### config.mk
export PLATFORM = sky130hd
export DESIGN_NAME = ccu_pipe_addsub
export DESIGN_NICKNAME = d
export VERILOG_FILES = /design/src/rtl/ccu_pkg.sv /design/src/rtl/ccu_seg.sv /design/src/rtl/ccu_pipe_addsub.sv
export SDC_FILE = /design/constraint.sdc
export NUM_CORES = 1
export LEC_CHECK = 0
export ABC_AREA = 1
export BUFFER_PORTS_ARGS = -buffer_cell sky130_fd_sc_hd__buf_2
export CAP_MARGIN = 10
export CORE_ASPECT_RATIO = 0.5
export CORE_UTILIZATION = 35
export DETAILED_ROUTE_END_ITERATION = 6
export GPL_TIMING_DRIVEN = 0
export HOLD_SLACK_MARGIN = 0.1
export PLACE_DENSITY = 0.58
export SLEW_MARGIN = 20
export SYNTH_ARGS = -nofsm -noshare
export SYNTH_HDL_FRONTEND = slang
export SYNTH_SLANG_ARGS = --single-unit
export TNS_END_PERCENT = 1
### constraint.sdc
create_clock -name clk -period 2.1 [get_ports clk]
set_clock_uncertainty 0.2 [all_clocks]
set_input_delay 0.42 -clock clk [delete_from_list [all_inputs] [get_ports clk]]
set_output_delay 0.42 -clock clk [all_outputs]
set_load 0.05 [all_outputs]
### src/rtl/ccu_pkg.sv
// ----------------------------------------------------------------------------
// ccu_pkg
// Shared types and helpers for the pipelined CCU add/sub/accumulate unit.
//   ccu_mode_e   : operation select (ADD, SUB, ACC, ACCSUB)
//   CCU_B_INIT   : LUT contents of the CCU_B carry-chain cell (sum = a^b^ci)
//   ccu_stages() : number of pipeline segments for a WIDTH/SEG pair
//   mode_is_sub(): operation inverts B and uses a borrow-style carry-in
//   mode_is_acc(): operation takes its A operand from the accumulator
// ----------------------------------------------------------------------------
package ccu_pkg;

    typedef enum logic [1:0] {
        CCU_ADD    = 2'd0,
        CCU_SUB    = 2'd1,
        CCU_ACC    = 2'd2,
        CCU_ACCSUB = 2'd3
    } ccu_mode_e;

    // LUT index is {ci, b, a, unused}; the table evaluates a ^ b ^ ci.
    localparam logic [15:0] CCU_B_INIT = 16'hc33c;

    function automatic int ccu_stages(input int width, input int seg);
        return (width + seg - 1) / seg;
    endfunction

    function automatic logic mode_is_sub(input ccu_mode_e m);
        return (m == CCU_SUB) || (m == CCU_ACCSUB);
    endfunction

    function automatic logic mode_is_acc(input ccu_mode_e m);
        return (m == CCU_ACC) || (m == CCU_ACCSUB);
    endfunction

endpackage

### src/rtl/ccu_seg.sv
// ----------------------------------------------------------------------------
// ccu_seg
// Purely combinational W-bit carry-chain segment. Consecutive bit pairs map
// onto one CCU_B cell: the sum comes from the cell LUT, the carry from the
// dedicated carry logic (majority of a, b', ci).
// Ports:
//   a_seg    in  W  operand A bits of this segment
//   b_seg    in  W  operand B bits of this segment
//   inv_b    in  1  invert B (subtract)
//   ci       in  1  carry into the segment LSB
//   s_seg    out W  segment sum
//   co       out 1  carry out of the segment MSB
//   c_msb_in out 1  carry into the segment MSB (for signed overflow)
// ----------------------------------------------------------------------------
module ccu_seg
    import ccu_pkg::*;
#(
    parameter int W = 8
) (
    input  logic [W-1:0] a_seg,
    input  logic [W-1:0] b_seg,
    input  logic         inv_b,
    input  logic         ci,
    output logic [W-1:0] s_seg,
    output logic         co,
    output logic         c_msb_in
);

    logic       c;
    logic       b_eff;
    logic [3:0] lut_idx;

    always_comb begin
        // NOTE: every output and temporary gets a default before the loop so
        // no path leaves a value unassigned (which would infer a latch).
        c        = ci;
        b_eff    = 1'b0;
        lut_idx  = '0;
        s_seg    = '0;
        c_msb_in = 1'b0;
        for (int i = 0; i < W; i++) begin
            b_eff   = b_seg[i] ^ inv_b;
            if (i == W - 1) begin
                c_msb_in = c;
            end
            lut_idx  = {c, b_eff, a_seg[i], 1'b0};
            s_seg[i] = CCU_B_INIT[lut_idx];
            c        = (a_seg[i] & b_eff) | (a_seg[i] & c) | (b_eff & c);
        end
        co = c;
    end

endmodule

### src/rtl/ccu_pipe_addsub.sv
// ----------------------------------------------------------------------------
// ccu_pipe_addsub
// Pipelined add/sub/accumulate unit. WIDTH-bit operands are cut into SEG-bit
// segments; segment k is computed in stage k from the carry registered by
// stage k-1 of the same beat (skewed carry pipeline). Each stage register
// carries the finished low result bits forward and the not-yet-used upper
// operand bits, so all result bits leave the last stage aligned.
// A stall (out_valid & !out_ready) freezes every stage at once.
// Ports:
//   clk, resetn          clock, asynchronous active-low reset
//   in_valid / in_ready  operand beat handshake
//   mode                 ccu_mode_e: ADD, SUB, ACC, ACCSUB
//   a, b, cin            operands and carry/borrow in
//   acc_clr              zero the accumulator with this beat
//   out_valid/out_ready  result handshake
//   sum, cout, ovf       result, carry out (NOT borrow for SUB), signed ovf
// ----------------------------------------------------------------------------
module ccu_pipe_addsub
    import ccu_pkg::*;
#(
    parameter int WIDTH = 16,
    parameter int SEG   = 8
) (
    input  logic             clk,
    input  logic             resetn,
    input  logic             in_valid,
    output logic             in_ready,
    input  logic [1:0]       mode,
    input  logic [WIDTH-1:0] a,
    input  logic [WIDTH-1:0] b,
    input  logic             cin,
    input  logic             acc_clr,
    output logic             out_valid,
    input  logic             out_ready,
    output logic [WIDTH-1:0] sum,
    output logic             cout,
    output logic             ovf
);

    localparam int STAGES = ccu_stages(WIDTH, SEG);
    localparam int TOP_W  = WIDTH - (STAGES - 1) * SEG;

    // Stage registers; index k holds the beat that finished segment k.
    logic             vld_q  [STAGES], vld_d  [STAGES];
    ccu_mode_e        mode_q [STAGES], mode_d [STAGES];
    logic             clr_q  [STAGES], clr_d  [STAGES];
    logic             cry_q  [STAGES], cry_d  [STAGES];
    logic [WIDTH-1:0] res_q  [STAGES], res_d  [STAGES];
    logic [WIDTH-1:0] a_q    [STAGES], a_d    [STAGES];
    logic [WIDTH-1:0] b_q    [STAGES], b_d    [STAGES];
    logic [SEG-1:0]   acc_q  [STAGES], acc_d  [STAGES];
    logic             ovf_q, ovf_d;

    // What each stage sees at its input: primary inputs for stage 0,
    // the previous stage register otherwise.
    logic             src_vld  [STAGES];
    ccu_mode_e        src_mode [STAGES];
    logic             src_clr  [STAGES];
    logic             src_ci   [STAGES];
    logic [WIDTH-1:0] src_res  [STAGES];
    logic [WIDTH-1:0] src_a    [STAGES];
    logic [WIDTH-1:0] src_b    [STAGES];

    logic [SEG-1:0]   seg_a    [STAGES];
    logic [SEG-1:0]   seg_b    [STAGES];
    logic             seg_inv  [STAGES];
    logic [SEG-1:0]   seg_s    [STAGES];
    logic             seg_co   [STAGES];
    logic             seg_cmsb [STAGES];

    logic             en;

    assign out_valid = vld_q[STAGES-1];
    assign sum       = res_q[STAGES-1];
    assign cout      = cry_q[STAGES-1];
    assign ovf       = ovf_q;

    // Global enable: the only back-pressure point is the pipeline tail.
    assign en       = !(out_valid && !out_ready);
    assign in_ready = en;

    always_comb begin
        src_vld[0]  = in_valid;
        src_mode[0] = ccu_mode_e'(mode);
        src_clr[0]  = acc_clr;
        // Subtract is a + ~b + !borrow_in.
        src_ci[0]   = cin ^ mode_is_sub(ccu_mode_e'(mode));
        src_res[0]  = '0;
        src_a[0]    = a;
        src_b[0]    = b;
        for (int k = 1; k < STAGES; k++) begin
            src_vld[k]  = vld_q[k-1];
            src_mode[k] = mode_q[k-1];
            src_clr[k]  = clr_q[k-1];
            src_ci[k]   = cry_q[k-1];
            src_res[k]  = res_q[k-1];
            src_a[k]    = a_q[k-1];
            src_b[k]    = b_q[k-1];
        end
        for (int k = 0; k < STAGES; k++) begin
            // Accumulate modes read acc segment k, already holding the
            // previous ACC beat's result; a clear makes the beat read zero.
            if (mode_is_acc(src_mode[k])) begin
                seg_a[k] = src_clr[k] ? '0 : acc_q[k];
            end else begin
                seg_a[k] = SEG'(src_a[k] >> (k * SEG));
            end
            seg_b[k]   = SEG'(src_b[k] >> (k * SEG));
            seg_inv[k] = mode_is_sub(src_mode[k]);
        end
    end

    for (genvar k = 0; k < STAGES; k++) begin : g_seg
        localparam int W = (k == STAGES - 1) ? TOP_W : SEG;
        logic [W-1:0] s_loc;

        ccu_seg #(.W(W)) u_seg (
            .a_seg    (seg_a[k][W-1:0]),
            .b_seg    (seg_b[k][W-1:0]),
            .inv_b    (seg_inv[k]),
            .ci       (src_ci[k]),
            .s_seg    (s_loc),
            .co       (seg_co[k]),
            .c_msb_in (seg_cmsb[k])
        );

        // Narrow top segment is zero-padded so upper bits never leak.
        assign seg_s[k] = SEG'(s_loc);
    end

    always_comb begin
        for (int k = 0; k < STAGES; k++) begin
            vld_d[k]  = src_vld[k];
            mode_d[k] = src_mode[k];
            clr_d[k]  = src_clr[k];
            cry_d[k]  = seg_co[k];
            a_d[k]    = src_a[k];
            b_d[k]    = src_b[k];
            // Bits of segment k and above are still zero in src_res.
            res_d[k]  = src_res[k] | (WIDTH'(seg_s[k]) << (k * SEG));
            acc_d[k]  = acc_q[k];
            if (src_vld[k]) begin
                if (mode_is_acc(src_mode[k])) begin
                    acc_d[k] = seg_s[k];
                end else if (src_clr[k]) begin
                    acc_d[k] = '0;
                end
            end
        end
        ovf_d = seg_cmsb[STAGES-1] ^ seg_co[STAGES-1];
    end

    // NOTE: the accumulator segments are ordinary flops, not a RAM, so they
    // are cleared by reset along with the rest of the pipeline state.
    always_ff @(posedge clk or negedge resetn) begin
        if (!resetn) begin
            for (int k = 0; k < STAGES; k++) begin
                vld_q[k]  <= 1'b0;
                mode_q[k] <= CCU_ADD;
                clr_q[k]  <= 1'b0;
                cry_q[k]  <= 1'b0;
                res_q[k]  <= '0;
                a_q[k]    <= '0;
                b_q[k]    <= '0;
                acc_q[k]  <= '0;
            end
            ovf_q <= 1'b0;
        end else if (en) begin
            // NOTE: non-blocking so every stage samples the pre-edge value
            // of the stage before it.
            for (int k = 0; k < STAGES; k++) begin
                vld_q[k]  <= vld_d[k];
                mode_q[k] <= mode_d[k];
                clr_q[k]  <= clr_d[k];
                cry_q[k]  <= cry_d[k];
                res_q[k]  <= res_d[k];
                a_q[k]    <= a_d[k];
                b_q[k]    <= b_d[k];
                acc_q[k]  <= acc_d[k];
            end
            ovf_q <= ovf_d;
        end
    end

endmodule
* Yosys cells after proc, flatten, opt, wreduce, memory -nomap -nowiden
Memories as Yosys holds them, arrays and structs flattened.
Index checks and enable logic that the tools add are counted.
** Storage, ports and cells
- Bits in registers :: 80
- Bits in read-only memories :: 128
- Input port bits :: 40
- Output and inout bits :: 20
- Logic and storage cells :: 182
- Memories :: 16
** Memory list
- (no name shown) :: depth 8, bits a word 1, read ports 1, clocked after Yosys merged registers in 0, write ports 0, RTL line ccu_seg.sv:47 : s_seg[i] = CCU_B_INIT[lut_idx];
- (no name shown) :: depth 8, bits a word 1, read ports 1, clocked after Yosys merged registers in 0, write ports 0, RTL line ccu_seg.sv:47
- (no name shown) :: depth 8, bits a word 1, read ports 1, clocked after Yosys merged registers in 0, write ports 0, RTL line ccu_seg.sv:47
- (no name shown) :: depth 8, bits a word 1, read ports 1, clocked after Yosys merged registers in 0, write ports 0, RTL line ccu_seg.sv:47
- (no name shown) :: depth 8, bits a word 1, read ports 1, clocked after Yosys merged registers in 0, write ports 0, RTL line ccu_seg.sv:47
- (no name shown) :: depth 8, bits a word 1, read ports 1, clocked after Yosys merged registers in 0, write ports 0, RTL line ccu_seg.sv:47
- 10 more memories
** Operators by class
- $lt $le $gt $ge :: 16
- Equality and inequality tests :: 6
- Muxes and demuxes :: 22
- Bitwise gates (word level) :: 100
- Reduce and logical (&&, ||, !) cells :: 9
** Operators with widths (count)
- < comparator 4 x 5 -> 1 bit, second input constant :: 16
- bitwise AND 1 bit :: 48
- two-way mux 8 bit :: 6
- bitwise OR 1 bit :: 32
- XOR 1 bit :: 18
- two-way mux 1 bit :: 16
- bitwise OR 8 x 16 -> 16 bit :: 1
- == test 2 bit, second input constant :: 4
- == test 2 x 1 -> 1 bit, second input constant :: 2
- logical OR 1 bit :: 4
- AND reduction 2 bit :: 2
- zero test 1 bit :: 2
- logical AND 1 bit :: 1
- NOT 1 bit :: 1

* Longest topological paths before layout
Gate-level depths: netlist of run 1.
- Depth after elaboration :: 28
- Gate-level depth with buffers :: 23
- Mapped depth without buffers :: 22

* By module
Synthesis of run 1 repeated with hierarchy kept, for this count alone.
** Second synthesis, totals
- Cells, all modules :: 534
- Area total of the unflattened synthesis :: 4030.1 um2
** By module, submodules not included
- ccu_pipe_addsub :: times used 1, cells each 364, area each 2901.5 um2, sequential area each 1601.5 um2
- ccu_seg :: times used 2, cells each 85, area each 564.3 um2, sequential area each 0.0 um2

* Worst setup path before layout of run 1
No wires, ideal clock.
- Path kind :: reg-to-reg
- Start point :: register mode_q (netlist bit mode_d[0])
- End point :: register acc_q[6] in the netlist's numbering
- Setup time :: 0.123 ns
- Data arrival time :: 1.932 ns
- Data required time :: 1.777 ns
- Slack :: -0.155 ns
- Stages on the path, launching flop included :: 21
- Path buffers :: 1
- Clock period less this slack :: 2.255 ns
- Path through :: dfrtp_1 -> buf_6 -> inv_1 -> nand2_1 -> and2_1 -> ha_1 -> inv_1 -> nand3_2 -> nand2_1 -> nand2_2 -> nand2_1 -> nand2_2 -> nand2_2 -> nand2_2 -> nand2_1 -> nand2_2 -> nand2_1 -> nand2_2 -> xor2_1 -> o21ai_0 -> nand2_1
** On the way
- Cells in the longest elaborated chain, start to end :: 24
- Elaborated cells on any way between the ends :: 46
- Classes of those cells :: 3 x eq/ne; 3 x mux; 37 x bitwise; 2 x reduce/logical; 1 x memory
** Ends and longest elaborated chain
- from (decl) :: RTL line ccu_pipe_addsub.sv:45 : ccu_mode_e mode_q [STAGES], mode_d [STAGES];
- from (signal, indexed assignment) :: RTL line ccu_pipe_addsub.sv:173 : mode_q[k] <= mode_d[k];
- == test 2 bit, or another cell as far along :: RTL line ccu_pkg.sv:31 : return (m == CCU_ACC) || (m == CCU_ACCSUB);
- logical OR 1 bit, on equally long branches :: RTL line ccu_pkg.sv:31, ccu_pkg.sv:27
- two-way mux 8 bit / XOR 1 bit (equally long branches) :: RTL line ccu_pipe_addsub.sv:103, ccu_seg.sv:42
- bitwise AND 1 bit :: RTL line ccu_seg.sv:48 : c = (a_seg[i] & b_eff) | (a_seg[i] & c) | (b_eff & c);
- bitwise OR 1 bit (2 in series) :: RTL line ccu_seg.sv:48
- bitwise AND 1 bit :: RTL line ccu_seg.sv:48
- bitwise OR 1 bit (2 in series) :: RTL line ccu_seg.sv:48
- bitwise AND 1 bit :: RTL line ccu_seg.sv:48
- [3 not listed]
- bitwise OR 1 bit (2 in series) :: RTL line ccu_seg.sv:48
- bitwise AND 1 bit :: RTL line ccu_seg.sv:48
- bitwise OR 1 bit (2 in series) :: RTL line ccu_seg.sv:48
- bitwise AND 1 bit :: RTL line ccu_seg.sv:48
- bitwise OR 1 bit (2 in series) :: RTL line ccu_seg.sv:48
- memory (8 x 1 bit)
- two-way mux 1 bit (not written as such) :: RTL line ccu_seg.sv:47
- two-way mux 8 bit * :: RTL line ccu_pipe_addsub.sv:143 : if (mode_is_acc(src_mode[k])) begin
- to (signal, indexed assignment) :: RTL line ccu_pipe_addsub.sv:179 : acc_q[k] <= acc_d[k];
- to (decl) :: RTL line ccu_pipe_addsub.sv:51 : logic [SEG-1:0] acc_q [STAGES], acc_d [STAGES];
Mark *: on every way between the ends. The rest lies on a longest branch, timed or not. The select of a mux whose other input is x is not followed.
A chain may end at the register's enable or synchronous reset.

* Final worst setup path of run 1
- Start point :: register mode_q (netlist bit mode_d[0])
- End point :: register res_q (netlist bit sum[15])
** On the way
- Cells in the longest elaborated chain, start to end :: 27
- Elaborated cells on any way between the ends :: 52
- Classes of those cells :: 3 x eq/ne; 2 x mux; 44 x bitwise; 2 x reduce/logical; 1 x memory
** Ends and longest elaborated chain
- == test 2 bit, or another cell as far along :: RTL line ccu_pkg.sv:31
- logical OR 1 bit, on equally long branches :: RTL line ccu_pkg.sv:31, ccu_pkg.sv:27
- two-way mux 8 bit / XOR 1 bit (equally long branches) :: RTL line ccu_pipe_addsub.sv:103, ccu_seg.sv:42
- bitwise AND 1 bit :: RTL line ccu_seg.sv:48
- bitwise OR 1 bit (2 in series) :: RTL line ccu_seg.sv:48
- bitwise AND 1 bit :: RTL line ccu_seg.sv:48
- bitwise OR 1 bit (2 in series) :: RTL line ccu_seg.sv:48
- bitwise AND 1 bit :: RTL line ccu_seg.sv:48
- [6 not listed]
- bitwise OR 1 bit (2 in series) :: RTL line ccu_seg.sv:48
- bitwise AND 1 bit :: RTL line ccu_seg.sv:48
- bitwise OR 1 bit (2 in series) :: RTL line ccu_seg.sv:48
- bitwise AND 1 bit :: RTL line ccu_seg.sv:48
- bitwise OR 1 bit (2 in series) :: RTL line ccu_seg.sv:48
- memory (8 x 1 bit) *
- two-way mux 1 bit (not written as such) * :: RTL line ccu_seg.sv:47
- bitwise OR 8 x 16 -> 16 bit * :: RTL line ccu_pipe_addsub.sv:140 : res_d[k] = src_res[k] | (WIDTH'(seg_s[k]) << (k * SEG));
- to (signal, indexed assignment) :: RTL line ccu_pipe_addsub.sv:176 : res_q[k] <= res_d[k];
- to (decl) :: RTL line ccu_pipe_addsub.sv:48 : logic [WIDTH-1:0] res_q [STAGES], res_d [STAGES];
Marked as above.

==> reports/qor.txt, run 1 <==
clk slew on worst S/H paths -> 60 ps
Worst-Margin Slew -> 610.2 ps
Async SR Flop Fraction -> 1.000
Worst Path Arrival -> 2270 ps
Initial DRC Count -> 153
worst skew pair latency -> 340 ps
dominant cell type by area after synthesis -> dfrtp_1
gpl congestion -> 0.7985
CTS Buf Count -> 9
Die H -> 75.22 µm
Ant. Diodes -> 0
worst-path maximum fanout -> 5
Reg2Reg Depth -> 21
Synth Net Count -> 544
Routed WL -> 8896 µm
drt wl/cell -> 12.20 µm
multiplexer share of the synthesized area -> 0.003001
post-route worst hold slack -> 112.2 ps
CP Class -> register to register
number of nets still failing antenna checks after routing -> 0
post-synthesis cell area -> 3752 µm²
Syn. warnings -> 0
starting density of the core -> 0.3639
CTS root buffer -> clkbuf_16
fin crit share -> 1.066
Synth Area in Adders -> 0.05335
core area -> 10,310 µm²
pin count of the biggest net entering global routing -> 49
combinational family with the most area after synthesis -> simple AND/OR/NAND/NOR gates
cell area power density -> 1231 nW/µm²
Slew Viols, Final -> 0
static leakage -> 0.002631 µW
DR vias/cell -> 4.455
count of cell types in the netlist -> 29
synth top area cells -> dfrtp_1 43%, nand2_1 18%, inv_1 5.9%, o21ai_0 5.7%, ha_1 5.3%
critical path's largest stage delay -> 420 ps
Setup WS post-layout -> -138.5 ps
hold depth -> 3
drt pass-1 iters -> 4
fmax -> 446.7 MHz
Max H-tree Level -> 3
Hold Violations, Final -> 0
port bufs -> 57
Top-Level Pins -> 60
Area Growth Syn to Fin -> 31.94%
initial antenna violation count -> 0
die area -> 11,160 µm²
Crit. End Element -> register
Synth top area share -> 0.4268
post-DP HPWL -> 6198 µm
EDFF count, synth -> 0
Required @ worst endpoint -> 2130 ps
share of layout cells above drive strength 1 -> 0.2767
CTS tree -> yes
Post-Synth XOR/XNOR Area -> 0.06536
crit path launch type -> register
total congestion overflow -> 0
r2r setup slk -> -140 ps
Slew HR -> 0.5932
Max IR drop VDD -> 0.3967 mV
HP Start -> b[8]
slowest CP cell -> dfrtp_2
Buf+Inv Stages, Crit Path -> 1
# Max-Cap Violations -> 0
main flop type after synthesis -> dfrtp_1
RSZ-0062 raised after global routing -> yes
Synth Area in Simple Gates -> 0.2604
Hold EP -> b_d[8]
Mean Syn Cell Area -> 7.689 µm²
top-count cell post-synth -> nand2_1
overall power -> 6097 µW
first-pass GRT wire length -> 14,600 µm
CP cell instances -> nand2_1 -> and2_4 -> ha_4 -> inv_2 -> nand3_4 -> nand2_2 -> nand2_2 -> nand2_2 -> nand2_2 -> nand2_2 -> nand2_2 -> nand2_2 -> nand2_2 -> nand2_2 -> nand2_2 -> nand2_2 -> nand2_2 -> nand2_2 -> nand2_1 -> nand2_1 -> nand2_1
Yosys reg bits -> 64
min Tclk post-route -> 2239 ps
row cnt -> 26
status -> finished with violations
GR Util All Layers -> 0.1726
Mapped Cells -> 488
detailed-route via count -> 3,248
Finish-stage setup viols -> 13
vias in the first global route -> 3,131
deepest clock path buffer count -> 2
cell family with most CP delay -> simple AND/OR/NAND/NOR gates
utilization after layout -> 0.4801
drt drc -> 0
compound-gate portion of the synthesized area -> 0.09503
failing checks -> negative setup slack
clk sink count -> 64
Horiz. Die Dim -> 148.4 µm
Worst Hold Class -> input pin to register
CP most frequent cell -> nand2_2
register area share after synthesis -> 0.4268
Layout Nets -> 640
top post-synthesis cells by count -> 177 x nand2_1, 64 x dfrtp_1, 59 x inv_1
reg-to-reg endpoint -> sum[15]
worst r2r src -> mode_d[0]
## how the worst max path moves through the flow
| stage | from | to | slack, ps | cells past startpoint |
|---|---|---|---|---|
| after floorplan | mode_d[0] | acc_q[7] | -150 | 23 |
| after global placement | acc_clr | acc_q[15] | -330 | 22 |
| after detailed placement | mode_d[0] | acc_q[7] | -350 | 23 |
| after CTS | mode_d[0] | acc_q[7] | -280 | 23 |
| after global routing | mode_d[0] | sum[15] | -320 | 22 |
| final | mode_d[0] | sum[15] | -140 | 21 |
## cell usage in the layout, fill, tap and decap left out, types with 5 or more instances in the layout
cell / count
buf_2: 60
dfrtp_1: 63
clkbuf_16: 9
a21oi_1: 15
ha_1: 14
nand2_2: 36
nand2_1: 170
nand3_2: 5
inv_1: 56
xnor2_1: 14
buf_4: 15
dlygate4sd3_1: 16
xor2_1: 10
nand3_1: 8
nor2_1: 5
o21ai_0: 35
clkbuf_1: 7
o21ai_1: 8
## area by class of cell
| type | instances | area, µm² |
|---|---|---|
| Buffer | 19 | 111.4 |
| Clock buffer | 9 | 225.2 |
| Clock inverter | 7 | 120.1 |
| Fill cell | 1017 | 5361 |
| Inverter | 63 | 246.5 |
| Multi-Input combinational cell | 341 | 1898 |
| Sequential cell | 64 | 1603 |
| Tap cell | 140 | 175.2 |
| Timing Repair Buffer | 86 | 571.8 |
## worst register-to-register path: stages, from the launching register on
cell,delay (ps)
dfrtp_2,420
nand2_1,110
and2_4,180
ha_4,150
inv_2,60
nand3_4,70
nand2_2,70
nand2_2,60
nand2_2,60
nand2_2,60
nand2_2,60
nand2_2,50
nand2_2,50
nand2_2,50
nand2_2,50
nand2_2,60
nand2_2,80
nand2_2,60
nand2_2,70
nand2_1,50
nand2_1,50
nand2_1,60
## through the flow
stage | TNS, ps | cells | setup WS [ps] | area (µm²)
floorplan | -1190 | 488 | -145.4 | 3752
global placement | -4186 | 685 | -329.4 | 4213
detailed placement | -4896 | 686 | -352.5 | 4243
CTS | -2353 | 727 | -275.1 | 4866
global route | -3538 | 729 | -317.1 | 4951
finish | -966.6 | 729 | -138.5 | 4951
## timing repair
action / 4_1_cts / 5_1_grt
pin swaps: 14 / 16
buffers inserted: 9 / 3
resized for setup: 16 / 25
hold buffers: 16 / 0
endpoints found under the hold margin: 79 / 0
endpoints found under the setup margin: 16 / 21
## state kept, by name (all words and copies together), names as in the netlist, 2 cells and up
signal	count
mode_d	2
acc_q	16
sum	16
a_d	8
res_q	8
b_d	8
## cells by family after synthesis
logic type               Yosys count
XOR/XNOR                          28
adder cells (fa/ha/maj)           16
buffers and inverters             83
AND/OR/NAND/NOR                  229
AO/OA/AOI/OAI                     67
flip-flops                        64
multiplexers                       1
## per-layer routing
| layer | wire length [µm] | vias up | GRT usage |
|---|---|---|---|
| li1 | - | 1699 | - |
| met1 | 4326 | 1498 | 0.2152 |
| met2 | 4238 | 42 | 0.2960 |
| met3 | 247 | 9 | 0.04424 |
| met4 | 84 | 0 | 0.06071 |
| met5 | 0 | - | 0 |
## power breakdown
group | switching, µW | leakage [µW] | internal (µW) | total (µW)
Combinational | 1670 | 0.00169 | 858 | 2530
Clock | 572 | 0.000166 | 1160 | 1730
Sequential | 211 | 0.000773 | 1620 | 1830
Total | 2460 | 0.00263 | 3640 | 6100
Power figures use the tool's default switching activity.
==> run 2: changes to the inputs <==
CORE_MARGIN = 1.5   (was not set)
==> run 2 against run 1 <==
The flow still finishes with violations (negative setup slack). Critical endpoint is now acc_q[7]. Final area shrank 0.94%. Critical path depth grew 1. Die area grew 2.0%.
==> reports/qor.txt, run 2 (synthesized netlist as in run 1, its figures left out) <==
status -> finished with violations
failing checks -> negative setup slack
Hold Violations, Final -> 0 (unchanged)
worst r2r src -> mode_d[1]
fin crit share -> 1.074 (+0.007552)
CP Capture Point -> acc_q[7]
cell area power density -> 1205 nW/µm² (-2.1%)
Routed WL -> 8869 µm (-0.30%)
slowest CP cell -> dfrtp_1
clk slew on worst S/H paths -> 60 ps (about the same)
Horiz. Die Dim -> 149.4 µm (+0.67%)
Worst Path Arrival -> 2280 ps (about the same)
Seq pwr share -> 0.309 (+0.008)
drt pass-1 iters -> 4 (unchanged)
min Tclk post-route -> 2254 ps (+15.86 ps)
post-route worst hold slack -> 110.8 ps (-1.414 ps)
starting density of the core -> 0.3639 (unchanged)
# Max-Cap Violations -> 0 (unchanged)
Layout Nets -> 639 (-0.16%)
DP Cell Count -> 686 (unchanged)
Multi-input gate area -> 1891 µm² (-0.40%)
gpl congestion -> 0.7717 (-3.4%)
Setup WS post-layout -> -154.4 ps (-15.86 ps)
vias in the first global route -> 3,266 (+4.3%)
Max IR drop VDD -> 0.3786 mV (-4.6%)
switching pwr -> 2430 µW (-1.0%)
drt wl/cell -> 12.18 µm (-0.17%)
crit path launch type -> register
GR Util All Layers -> 0.1700 (-0.002636)
Switching Share -> 0.4112 (+0.008342)
Buf+Inv Stages, Crit Path -> 2 (+1)
Area Growth Syn to Fin -> 30.71%
worst skew pair latency -> 330 ps (about the same)
initial antenna violation count -> 0 (unchanged)
Levels on crit path -> 22 (+4.8%)
Slew HR -> 0.6123 (+0.01912)
post-DP HPWL -> 6298 µm (+1.6%)
fmax -> 443.6 MHz (-0.70%)
Reg area -> 1602 µm² (about the same)
pin count of the biggest net entering global routing -> 52 (+6.1%)
CTS tree -> yes
DR vias/cell -> 4.488 (+0.72%)
Non-Filler Instances -> 728 (-0.14%)
Top-Level Pins -> 60 (unchanged)
Finish-stage setup viols -> 12 (-1)
die area -> 11,390 µm² (+2.0%)
detailed-route via count -> 3,267 (+0.58%)
CP cell instances -> buf_6 -> nand3_4 -> nand2_4 -> ha_4 -> inv_2 -> nand3_4 -> nand2_2 -> nand2_2 -> nand2_2 -> nand2_2 -> nand2_2 -> nand2_2 -> nand2_2 -> nand2_2 -> nand2_2 -> nand2_2 -> nand2_2 -> nand2_2 -> nand2_2 -> nand3_2 -> nand2_1 -> nand2_1
Clk pwr share -> 0.266 (-0.018)
share of layout cells above drive strength 1 -> 0.2687 (-0.008033)
Die H -> 76.22 µm (+1.3%)
total congestion overflow -> 0 (unchanged)
cell family with most CP delay -> simple AND/OR/NAND/NOR gates
deepest clock path buffer count -> 2 (unchanged)
CP Class -> register to register
CTS root buffer -> clkbuf_16
Ant. Diodes -> 0 (unchanged)
Worst-Margin Slew -> 581.5 ps (-28.69 ps)
reg-to-reg endpoint -> acc_q[7]
Slew Viols, Final -> 0 (unchanged)
number of nets still failing antenna checks after routing -> 0 (unchanged)
RSZ-0062 raised after global routing -> yes
Pint -> 3481 µW (-4.4%)
worst-path maximum fanout -> 7 (+2)
drt drc -> 0 (unchanged)
Initial DRC Count -> 125 (-18%)
critical path's largest stage delay -> 390 ps (-30 ps)
row cnt -> 26 (unchanged)
first-pass GRT wire length -> 15,150 µm (+3.7%)
CP most frequent cell -> nand2_2
commonest non-fill, non-tap cell in the layout -> nand2_1
r2r setup slk -> -150 ps (-20 ps)
Required @ worst endpoint -> 2120 ps (about the same)
fillers -> 1,019 (+0.20%)
CP startpoint -> mode_d[1]
clk sink count -> 64 (unchanged)
core area -> 10,310 µm² (unchanged)
CTS Buf Count -> 9 (unchanged)
port bufs -> 57 (unchanged)
Crit. End Element -> register
static leakage -> 0.002607 µW (-0.94%)
Reg2Reg Depth -> 22 (+4.8%)
Worst Hold Class -> input pin to register
Logic pwr share -> 0.425 (+0.010)
Max H-tree Level -> 3 (unchanged)
commonest cells after routing, fill and taps aside -> 172 x nand2_1, 64 x dfrtp_1, 61 x buf_2
[run 2: changes by cell type in the layout (fill, tap and decap cells not counted), sizes merged]
cell and change:
bufinv -2, clkinv -1, clkbuf +2
[run 2: how the worst min path moves through the flow]
stage	start	to	cells after the start
floorplan	resetn	a_d[10]	0
global placement	sum[10]	sum[10]	2
detailed placement	resetn	res_q[18]	1
CTS	b[8]	b_d[8]	3
global route	b[8]	b_d[8]	3
finish	b[8]	b_d[8]	3
[run 2: timing repair]
action / CTS / global route
endpoints found under the hold margin: 79 / 0
gates resized for setup: 22 / 16
setup buffers: 5 / 6
setup endpoints to repair: 17 / 20
pin swaps: 12 / 14
hold buffers: 16 / 0
[run 2: power by group through the flow]
stage | Sequential (µW) | Combinational [µW] | Clock (µW)
floorplan | 2360 | 1230 | 0
global placement | 1830 | 2280 | 0
detailed placement | 1840 | 2320 | 0
CTS | 1830 | 2470 | 1600
global route | 1880 | 2810 | 1670
finish | 1830 | 2510 | 1570
[run 2: cell type report]
class	count	area share
clock inverter	4	0.01046
clock buffer	12	0.05434
timing repair buffer	85	0.1151
sequential	64	0.3265
multi-input combinational	341	0.3855
buffer	19	0.02219
tap	140	0.03571
inverter	63	0.05026
[run 2: routing by layer]
layer / up-vias / global-route usage / part of all wire
li1: 1696 / - / -
met1: 1524 / 0.2208 / 0.48
met2: 39 / 0.2765 / 0.48
met3: 8 / 0.05389 / 0.032
met4: 0 / 0.03663 / 0.010
met5: - / 0 / 0
[run 2: worst min-delay path: stages]
cell	delay, ps
buf_2	80
nand2_1	40
o21ai_0	60
[run 2: stage by stage]
stage          worst slack (ps)  instance area, µm²  utilization  total power [µW]  setup TNS (ps)
2_1_floorplan            -145.4                3752            -              3591           -1190
3_3_place_gp             -343.6                4213       0.4085              4105           -4550
3_5_place_dp             -389.7                4243       0.4114              4161           -5161
4_1_cts                  -264.6                4830       0.4683              5895           -1990
5_1_grt                  -328.1                4905       0.4756              6361           -3628
6_report                 -154.4                4905       0.4756              5911           -1028
